--- config.mk ---
export PLATFORM = sky130hd
export DESIGN_NAME = buffer_read_serializer
export DESIGN_NICKNAME = d
export VERILOG_FILES = /design/src/rtl/buffer_read_serializer.sv
export SDC_FILE = /design/constraint.sdc
export NUM_CORES = 1
export LEC_CHECK = 0
export CAP_MARGIN = 20
export CORE_UTILIZATION = 47
export CTS_CLUSTER_DIAMETER = 100
export DETAILED_ROUTE_END_ITERATION = 6
export MAX_ROUTING_LAYER = met4
export PLACE_DENSITY = 0.83
export SLEW_MARGIN = 10
export SYNTH_ARGS = -nofsm -noshare
export SYNTH_HDL_FRONTEND = slang
export SYNTH_SLANG_ARGS = --single-unit
--- constraint.sdc ---
create_clock -name clk -period 3.1 [get_ports clk]
set_clock_uncertainty 0.1 [all_clocks]
set_input_delay 0.62 -clock clk [delete_from_list [all_inputs] [get_ports clk]]
set_output_delay 0.62 -clock clk [all_outputs]
set_load 0.1 [all_outputs]
--- src/rtl/buffer_read_serializer.sv ---
// buffer_read_serializer
// Reads PAR_READ elements of ROW_SIZE bits from a buffer in one word and
// presents them one at a time on a valid/ready output stream. A new word
// is fetched back-to-back with the last element so a steady buffer gives
// an unbroken element stream.
//
// Optional build macro: BUF_READER_MSB_FIRST_EN
//   defined   -> most significant element of each word is sent first
//   undefined -> least significant element is sent first (default)
module buffer_read_serializer #(
  parameter int ROW_SIZE = 8,
  parameter int PAR_READ = 4,
  localparam int IDX_W   = (PAR_READ > 1) ? $clog2(PAR_READ) : 1,
  localparam int WORD_W  = ROW_SIZE * PAR_READ
) (
  input  logic                clk,
  input  logic                rst,
  input  logic                buf_empty,
  input  logic [WORD_W-1:0]   buf_dout,
  output logic                update_read_pointer,
  output logic [ROW_SIZE-1:0] dout,
  output logic                dout_valid,
  input  logic                dout_ready,
  output logic [IDX_W-1:0]    elem_idx
);

  localparam logic [IDX_W-1:0] LAST_IDX = IDX_W'(PAR_READ - 1);

  typedef enum logic {
    IDLE = 1'b0,
    SEND = 1'b1
  } state_t;

  state_t              state_q;
  state_t              state_d;
  logic [WORD_W-1:0]   word_p0;
  logic [IDX_W-1:0]    idx_p0;
  logic                vld_p0;
  logic                xfer;
  logic                last_elem;

  // Selects the element shown on dout for a given position in the word.
  function automatic logic [ROW_SIZE-1:0] pick_elem(
    input logic [WORD_W-1:0] w,
    input logic [IDX_W-1:0]  idx
  );
    int sel;
`ifdef BUF_READER_MSB_FIRST_EN
    sel = PAR_READ - 1 - int'(idx);
`else
    sel = int'(idx);
`endif
    return w[sel*ROW_SIZE +: ROW_SIZE];
  endfunction

  assign vld_p0    = (state_q == SEND);
  assign xfer      = vld_p0 && dout_ready;
  assign last_elem = (idx_p0 == LAST_IDX);

  // State register.
  always_ff @(posedge clk) begin
    if (rst) begin
      state_q <= IDLE;
    end else begin
      state_q <= state_d;
    end
  end

  // Next-state logic: leave IDLE when a word is available, return to IDLE
  // only when the last element goes out and nothing is waiting behind it.
  always_comb begin
    state_d = state_q;
    case (state_q)
      IDLE: if (!buf_empty) state_d = SEND;
      SEND: if (xfer && last_elem && buf_empty) state_d = IDLE;
      default: state_d = IDLE;
    endcase
  end

  // Output logic: the read-pointer pulse doubles as the word-load strobe
  // and is suppressed during reset so a reset never consumes buffer data.
  always_comb begin
    update_read_pointer = 1'b0;
    if (!rst) begin
      case (state_q)
        IDLE:    update_read_pointer = !buf_empty;
        SEND:    update_read_pointer = xfer && last_elem && !buf_empty;
        default: update_read_pointer = 1'b0;
      endcase
    end
    dout_valid = vld_p0;
    dout       = pick_elem(word_p0, idx_p0);
    elem_idx   = idx_p0;
  end

  // ---- stage p0: held word and element position ----
  // Word register and index: load on pointer pulse, step on mid-word
  // transfers, otherwise hold. Reset clears both so dout reads zero.
  always_ff @(posedge clk) begin
    if (rst) begin
      word_p0 <= '0;
      idx_p0  <= '0;
    end else if (update_read_pointer) begin
      word_p0 <= buf_dout;
      idx_p0  <= '0;
    end else if (xfer && !last_elem) begin
      idx_p0  <= idx_p0 + IDX_W'(1);
    end
  end

endmodule

Yosys cells after proc, flatten, opt, wreduce, memory -nomap -nowiden
Cells that the tools add are included.
{"block": "word_totals", "register_bits": 35, "in_bits": 36, "out_inout_bits": 12, "elab_cells": 20}
{"block": "classes", "add_sub_neg": 1, "n_eq_ne": 1, "n_shift": 1, "muxes": 5, "n_bitwise": 1, "n_reduce_logical": 8}
{"operator": "32-bit by 6-bit variable part select with 8-bit output", "n": 1}
{"operator": "1-bit logical AND", "n": 5}
{"operator": "1-bit case mux with 2 select lines", "n": 2}
{"operator": "1-bit 2-to-1 mux", "n": 3}
{"operator": "2-bit by 1-bit adder with 2-bit output, second input constant", "n": 1}
{"operator": "2-bit equality test, second input constant", "n": 1}
{"operator": "1-bit zero test", "n": 2}
{"operator": "2-bit OR reduction", "n": 1}
{"operator": "1-bit inverter", "n": 1}

Depth between registers and ports, before layout
Gate-level depths: netlist of the first run.
{"block": "logic_depth", "ltp_word": 6, "depth_mapped": 5, "ltp_nobuf": 4}

Worst setup path before layout of the first run
Ideal clock, no wire load.
{"block": "synth_path", "path_kind": "flip-flop to output port", "start": "reg idx_p0[1], in the netlist elem_idx[1]", "end": "out dout[1]", "t_arrival_ps": 2145, "required_ps": 2380, "path_slack_ps": 235, "path_stages_with_launch": 3, "n_path_buf": 1, "path_cell_list": "dfxtp_1 > buf_2 > mux4_2"}
{"block": "synth_via", "elab_chain_cells": 1}
{"element": "start: declaration", "line": "37", "source": "logic [IDX_W-1:0] idx_p0;"}
{"element": "start signal: assignment", "line": "107", "source": "idx_p0 <= idx_p0 + IDX_W'(1);"}
{"element": "32-bit by 6-bit variable part select with 8-bit output", "line": "53", "source": "return w[sel*ROW_SIZE +: ROW_SIZE];"}
{"element": "end: declaration", "line": "21", "source": "output logic [ROW_SIZE-1:0] dout,"}
No other way between the ends.

Final worst setup path of the first run
{"block": "layout_path", "start": "reg idx_p0[1], in the netlist elem_idx[1]", "end": "out update_read_pointer"}
{"block": "layout_via", "elab_chain_cells": 5}
{"element": "2-bit equality test", "line": "58", "source": "assign last_elem = (idx_p0 == LAST_IDX);"}
{"element": "1-bit logical AND (2 in a row)", "line": "87", "source": "SEND: update_read_pointer = xfer && last_elem && !buf_empty;"}
{"element": "1-bit case mux with 2 select lines", "line": "85", "source": "case (state_q)"}
{"element": "1-bit 2-to-1 mux", "line": "84", "source": "if (!rst) begin"}
{"element": "end: declaration", "line": "20", "source": "output logic update_read_pointer,"}
No other way between the ends.

==> metrics, run 1 <==
R2R Setup Slk 0.94 ns; design area 1830 µm²; post-DR wirelength/cell 16.9 µm; Avg Inst Size Synth 14.2 µm²; setup ws final 0.398 ns; post-synthesis sequential area ratio 52.4%; Placed Cells incl. Taps 164; count of final max-slew check failures 0; DRC violation total after the first TritonRoute iteration 19; Total Nets Final 178; Worst-path clk slew 0.10 ns; setup violators final 0; Final HPWL DP 2060 µm; drt pass-1 iters 4; relative slew slack 43.7%; RR Startpoint elem_idx[1]; I/O pin cnt 48; Fin. Hold Viols 0; Fmax achieved 370 MHz; Distinct cells, synth 18; WP data arrival 1.98 ns; Remaining DRCs 0; crit end category output pin; Crit path required time 2.38 ns; post-CTS setup buffer count 0; Hold Path Class reg2reg; DIE HEIGHT 55.3 µm; RSZ-0062 raised after global routing no; Initial Utilization 51.6%; Synth top area share 52.4%; Area Overhead vs Synth 37.0%; Setup CP Type reg2out; Hold Crit Start word_p0[10]; post-detailed-route count of antenna-violating nets 0; period utilization 87.2%; Post-synth ARST share 0%; Hold Crit Endpoint word_p0[10]; r2r endpoint word_p0[30]; Post-Syn Area 1340 µm²; fin crit period 2.70 ns; Yosys warnings 0; Num Clock Sinks 35; num rows 18; CTS tree built; diode count 0; peak supply drop 0.375 mV; depth of the worst register-to-register path 5; Mapped Nets 131; pwr dens 511 nW/µm²; layout cell share with drive strength beyond 1 24.6%; core box area 2590 µm²; placed inst area 1770 µm²; cts repair resizes 0; Clk Latency, worst-skew pair 0.34 ns; clock root buffer clkbuf_4; synth top area cells dfxtp_1 (52%), a22o_1 (19%), mux4_2 (13%), buf_6 (2.5%), a22o_2 (2.2%); cts bufs inserted 5; Post-synth EDFFs 0; count leader, synth dfxtp_1; post-synthesis instance total 94; first-pass GRT wire length 4800 µm; Worst-Margin Slew 0.843 ns; H-tree levels 2; die area 3060 µm²; routed vias/inst 5.59; Leak 0.000726 µW; setup TNS 0 ns; largest net degree at the start of global routing 35; Post-CTS Hold Buffers 0; #FFs+latches synth 35; CP max FO 11; status finished, final reports clean; DR vias 962; Placement Setup Slack 0.654 ns; die width 55.3 µm; filler instances 208; worst hold path depth 1; number of global-route vias before repair 976; number of I/O port buffers 47; Total Routed Length 2900 µm; grt total ovfl 0; Finished Layout Cells 172; Startpoint Class flip-flop; worst hold slack 0.380 ns; initial antenna violation count 0; RePlAce Congestion 0.720; clk buf depth 2; leading cell types by count after synthesis dfxtp_1 (35), a22o_1 (29), mux4_2 (8); Max-Cap Viols 0; largest area contributor in the netlist dfxtp_1; ys flop type dfxtp_1; GRT Total Usage 21.3%
-- power by group --
| group | switching (µW) | internal, µW |
|---|---|---|
| registers | 17.6 | 476 |
| logic | 110 | 88.7 |
| clock network | 156 | 86.5 |
| total | 284 | 652 |
-- cell usage in the layout (no fill, tap or decap), drive strengths merged --
| cell type | count |
|---|---|
| dfxtp | 35 |
| clkdlybuf4s50 | 35 |
| a22o | 32 |
| buf | 13 |
| mux4 | 8 |
| clkbuf | 5 |
| clkinvlp | 2 |
| a21oi | 2 |
| a21bo | 1 |
| nor3b | 1 |
| inv | 1 |
| nand3b | 1 |
| xnor2 | 1 |
| and2 | 1 |
| mux2i | 1 |
| nor2b | 1 |
| ha | 1 |
| clkinv | 1 |
-- sequential cells by signal, summed over array words and instances (netlist names) --
name	cells
word_p0	32
elem_idx	2
dout_valid	1
-- per-stage QoR --
| step | utilization, % | power, µW |
|---|---|---|
| final | 70.7 | 935 |
| after global routing | 70.7 | 972 |
| after detailed placement | 68.5 | 703 |
| after global placement | 68.5 | 697 |
| after floorplan | - | 632 |
| after CTS | 70.7 | 947 |
-- per-layer routing --
| metal | wire [µm] | vias up | GRT usage (%) |
|---|---|---|---|
| li1 | - | 468 | - |
| met1 | 1250 | 463 | 25.8 |
| met2 | 1480 | 24 | 32.7 |
| met3 | 110 | 7 | 5.85 |
| met4 | 56 | 0 | 10.7 |
| met5 | 0 | - | - |
-- cell type report --
type | instances | area (µm²) | area share, %
flip-flops and latches | 35 | 701 | 38.3
clock buffers | 5 | 37.5 | 2.05
repair buffers | 48 | 460 | 25.1
inverters | 1 | 3.75 | 0.205
well taps | 30 | 37.5 | 2.05
clock inverters | 3 | 20.0 | 1.09
multi-input cells | 50 | 572 | 31.2
-- cell families (layout without fill, tap and decap cells) --
group                      Yosys count  after routing  share of synthesized area, %
AOI/OAI and AO/OA                   35             35                          24.0
xor gates and xnor gates             1              1                         0.655
adders and majority gates            1              1                         0.935
buffers and inverters                9             57                          4.86
DFF                                 35             35                          52.4
muxes                                9              9                          14.2
and+or+nand+nor                      4              4                          2.90
-- worst max path at each step --
stage / slack [ns] / to / from
6_report: 0.40 / update_read_pointer / elem_idx[1]
5_1_grt: 0.21 / update_read_pointer / elem_idx[1]
4_1_cts: 0.35 / update_read_pointer / elem_idx[1]
3_5_place_dp: 0.65 / update_read_pointer / dout_ready
3_3_place_gp: 0.66 / update_read_pointer / dout_ready
2_1_floorplan: 0.23 / dout[1] / elem_idx[1]
-- critical path, cell delays in order (launching register included) --
cell and delay [ns]:
dfxtp_1 0.74, ha_1 0.30, a21bo_4 0.15, nor3b_4 0.24, buf_12 0.21
No activity file was read; power rests on OpenSTA's default activity.
==> run 2: changes to the inputs <==
--- a/constraint.sdc
+++ b/constraint.sdc
@@ -3,3 +3,3 @@
 set_input_delay 0.62 -clock clk [delete_from_list [all_inputs] [get_ports clk]]
 set_output_delay 0.62 -clock clk [all_outputs]
-set_load 0.1 [all_outputs]
+set_load 0.02 [all_outputs]
==> run 2 against run 1 <==
Utilization grew 1.7 points. First-iteration DRC count shrank 16%. Sequential cell count is the same. Die area is the same. Power shrank 2.3%. Count of clock-buffer cells in the layout grew 3. Critical endpoint is now dout[0]. Largest cell class unchanged.
==> metrics, run 2 (synthesis gave the netlist of run 1 again) <==
DIE HEIGHT 55.3 µm (unchanged); pwr dens 487 nW/µm² (-4.7%); setup ws final 0.281 ns (-0.117 ns); Initial Utilization 51.6% (unchanged); relative slew slack 44.9% (+1.2 points); Total Nets Final 180 (+1.1%); number of flip-flops in the largest register 32 (unchanged); Biggest register word_p0; Remaining DRCs 0 (unchanged); peak supply drop 0.416 mV (+11%); fin crit period 2.82 ns (+0.117 ns); post-detailed-route count of antenna-violating nets 0 (unchanged); cts repair resizes 0 (unchanged); Num Clock Sinks 35 (unchanged); num rows 18 (unchanged); commonest non-fill, non-tap cells in the layout clkdlybuf4s50_1 (47), dfxtp_1 (34), a22o_1 (29), mux4_2 (8), clkbuf_4 (5); post-layout util 72.5% (+1.7 points); Setup CP Type reg2out; routed vias/inst 5.83 (+4.2%); largest net degree at the start of global routing 35 (unchanged); Worst-Margin Slew 0.825 ns (-0.0184 ns); Leak 0.000725 µW (-0.25%); GRT Total Usage 22.5% (+1.2 points); first-pass GRT wire length 5060 µm (+5.5%); cts bufs inserted 5 (unchanged); number of I/O port buffers 47 (unchanged); Area Overhead vs Synth 40.3%; most common cell after layout, fill and taps aside clkdlybuf4s50_1; RePlAce Congestion 0.719 (about the same); H-tree levels 2 (unchanged); clock root buffer clkbuf_4; WP data arrival 2.10 ns (+0.12 ns); die width 55.3 µm (unchanged); status finished, final reports clean; CTS tree built; Max-Cap Viols 0 (unchanged); initial antenna violation count 0 (unchanged); I/O pin cnt 48 (unchanged); Post-CTS Hold Buffers 0 (unchanged); DRC violation total after the first TritonRoute iteration 16 (-3); Placement Setup Slack 0.270 ns (-0.384 ns); Final HPWL DP 2120 µm (+3.0%); number of global-route vias before repair 1048 (+7.4%); Startpoint Class flip-flop; post-DR wirelength/cell 17.0 µm (+0.45%); diode count 0 (unchanged); core box area 2590 µm² (unchanged); DR vias 1014 (+5.4%); period utilization 90.9% (+3.8 points); Total Routed Length 2950 µm (+1.6%); RSZ-0062 raised after global routing no; grt total ovfl 0 (unchanged); layout cell share with drive strength beyond 1 17.4% (-7.3 points); clk buf depth 2 (unchanged); setup violators final 0 (unchanged); setup TNS 0 ns (unchanged); die area 3060 µm² (unchanged); Hold Path Class reg2reg; crit end category output pin; Clk Latency, worst-skew pair 0.33 ns (about the same); drt pass-1 iters 4 (unchanged); Crit path required time 2.38 ns (about the same); Worst-path clk slew 0.10 ns (about the same); count of final max-slew check failures 0 (unchanged); filler instances 187 (-10%); Fin. Hold Viols 0 (unchanged); post-CTS setup buffer count 0 (unchanged); CP max FO 7 (-4); Fmax achieved 355 MHz (-4.2%)
==> run 2: final cells by class <==
cell class                 count  area (µm²)  share of cell area, %
multi-input combinational     50         572                   30.5
tap                           30        37.5                   2.00
inverter                       1        3.75                  0.200
timing repair buffer          50         493                   26.3
sequential                    35         702                   37.4
clock buffer                   8        68.8                   3.67
==> run 2: power breakdown <==
part	internal (µW)	switching (µW)	total [µW]
Sequential	476	16.4	493
Combinational	91.5	52.2	144
Clock	133	144	277
==> run 2: per-stage QoR <==
step / hold slack, ns / cells / total power, µW / area [µm²]
2_1_floorplan: 0.337 / 94 / 572 / 1340
5_1_grt: 0.397 / 174 / 963 / 1880
6_report: 0.381 / 174 / 914 / 1880
3_5_place_dp: 0.352 / 166 / 647 / 1810
3_3_place_gp: 0.351 / 166 / 641 / 1810
4_1_cts: 0.384 / 174 / 925 / 1880
==> run 2: layer usage <==
layer / share of wire, % / track usage [%] / vias to the layer above
li1: - / - / 475
met1: 40 / 25.4 / 502
met2: 52 / 35.5 / 31
met3: 5.3 / 7.96 / 6
met4: 2.0 / 11.1 / 0
met5: 0 / - / -
==> run 2: worst max-delay path: stages (launching register included) <==
cell,delay [ns]
dfxtp_1,0.51
buf_4,0.22
mux4_2,0.49
clkdlybuf4s50_1,0.55
==> run 2: path summary, 6_finish.rpt <==
path | startpoint | endpoint | slack [ns] | cells past startpoint
worst max-delay path | elem_idx[0] | dout[0] | 0.28 | 3
worst min-delay path | word_p0[26] | word_p0[26] | 0.38 | 1
worst max register to register | elem_idx[0] | word_p0[10] | 1.10 | 4
worst min register to register | word_p0[26] | word_p0[26] | 0.38 | 1
==> run 3: changes to the inputs <==
Settings changed: CORE_MARGIN set to 2, SLEW_MARGIN 10 to 30.
==> run 3 against run 2 <==
Clock power decreased by 17%. Critical path depth is the same. Combinational power barely moved. Sequential power about the same. Count of clock-buffer cells in the layout shrank 1. Cell count grew 1.1%. Global-route usage is 2.9 points lower. Largest cell class unchanged. Highest routed layer unchanged. Worst hold slack better by 0.00071 ns. Non-clock buffer count rose by 1.
==> metrics, run 3 (synthesis gave the netlist of run 1 again) <==
status finished, final reports clean; setup TNS 0 ns (unchanged); Switch Pwr 210 µW (-0.85%); Worst-Margin Slew 0.353 ns (-0.471 ns); Crit path required time 2.38 ns (about the same); CTS tree built; crit end category output pin; fin crit period 2.90 ns (+0.0770 ns); cts repair resizes 0 (unchanged); Post-CTS Hold Buffers 0 (unchanged); Biggest register word_p0; Combinational Power Share 16.9% (+1.2 points); Fmax achieved 345 MHz (-2.7%); WP data arrival 2.18 ns (+0.08 ns); DR vias 984 (-3.0%); DIE HEIGHT 57.3 µm (+3.6%); period utilization 93.4% (+2.5 points); Hold Path Class reg2reg; count of final max-slew check failures 0 (unchanged); drt pass-1 iters 6 (+2); die width 57.3 µm (+3.6%); Max-Cap Viols 0 (unchanged); Startpoint Class flip-flop; I/O pin cnt 48 (unchanged); diode count 0 (unchanged); worst hold slack 0.382 ns (+0.000706 ns); setup violators final 0 (unchanged); commonest non-fill, non-tap cells in the layout clkdlybuf4s50_1 (47), dfxtp_1 (35), a22o_1 (29), mux4_2 (8), clkbuf_4 (5); Internal 657 µW (-6.3%); Total Nets Final 181 (+0.56%); initial antenna violation count 0 (unchanged); depth of the worst register-to-register path 5 (+1); Placement Setup Slack 0.228 ns (-0.0417 ns); num rows 19 (+1); setup ws final 0.204 ns (-0.0770 ns); Fin. Hold Viols 0 (unchanged); RePlAce Congestion 0.740 (+2.9%); relative slew slack 76.4% (+32 points); most common cell after layout, fill and taps aside clkdlybuf4s50_1; number of I/O port buffers 47 (unchanged); largest net degree at the start of global routing 35 (unchanged); number of global-route vias before repair 1038 (-0.95%); layout cell share with drive strength beyond 1 16.6% (-0.81 points); DRC violation total after the first TritonRoute iteration 27 (+11); worst hold path depth 1 (unchanged); cts bufs inserted 5 (unchanged); die area 3290 µm² (+7.4%); clk buf depth 2 (unchanged); number of flip-flops in the largest register 32 (unchanged); Finished Layout Cells 176 (+1.1%); Setup CP Type reg2out; pwr dens 465 nW/µm² (-4.4%); Clk Latency, worst-skew pair 0.32 ns (about the same); post-DR wirelength/cell 16.8 µm (-0.87%); Final HPWL DP 2060 µm (-2.5%); Initial Utilization 48.9% (-2.7 points); Placed Cells incl. Taps 168 (+1.2%); H-tree levels 2 (unchanged); clock root buffer clkbuf_4; post-detailed-route count of antenna-violating nets 0 (unchanged); peak supply drop 0.419 mV (+0.89%); CP max FO 7 (unchanged); RSZ-0062 raised after global routing no; power share of the clock group 26.5% (-3.8 points); Net Sw Frac 24.3% (+1.0 points); Remaining DRCs 0 (unchanged); routed vias/inst 5.59 (-4.1%); Area Overhead vs Synth 39.5%; post-CTS setup buffer count 0 (unchanged); Leak 0.000720 µW (-0.66%); Worst-path clk slew 0.10 ns (about the same); Total Routed Length 2960 µm (+0.27%); first-pass GRT wire length 4690 µm (-7.3%); Num Clock Sinks 35 (unchanged); sequential power share 56.6% (+2.7 points); GRT Total Usage 19.6% (-2.9 points); core box area 2730 µm² (+5.6%); grt total ovfl 0 (unchanged)
## run 3: cell type report
class | instances | area, µm²
clock buffer | 7 | 45.0
clock inverter | 1 | 5.00
fill | 209 | 868
inverter | 1 | 3.75
multi-input combinational | 50 | 572
sequential | 35 | 701
tap | 31 | 38.8
timing repair buffer | 51 | 500
## run 3: per-stage QoR
step / instance area (µm²) / utilization, % / total power (µW)
floorplan: 1340 / - / 572
global placement: 1820 / 66.4 / 642
detailed placement: 1820 / 66.4 / 648
CTS: 1870 / 68.2 / 878
global route: 1870 / 68.2 / 901
finish: 1870 / 68.2 / 868
## run 3: final timing paths
kind | slack [ns] | to | from
hold / removal | 0.38 | word_p0[27] | word_p0[27]
setup reg to reg | 1.18 | word_p0[0] | elem_idx[1]
setup / recovery | 0.20 | dout[6] | elem_idx[1]
hold reg to reg | 0.38 | word_p0[27] | word_p0[27]
## run 3: routing by layer
layer	part of all wire, %	track usage (%)
met5	0	-
met2	52	32.5
met4	2.3	9.97
met1	42	21.7
met3	4.0	4.99
## run 3: power groups by stage
| stage | Clock (µW) | Sequential [µW] | Combinational [µW] |
|---|---|---|---|
| 6_report | 230 | 491 | 146 |
| 5_1_grt | 252 | 494 | 155 |
| 4_1_cts | 239 | 491 | 148 |
| 3_5_place_dp | 0 | 501 | 147 |
| 3_3_place_gp | 0 | 499 | 143 |
| 2_1_floorplan | 0 | 498 | 74.0 |
## run 3: critical path, cell delays in order (launching register included)
cell,delay [ns]
dfxtp_1,0.54
buf_4,0.24
mux4_2,0.51
clkdlybuf4s50_1,0.55
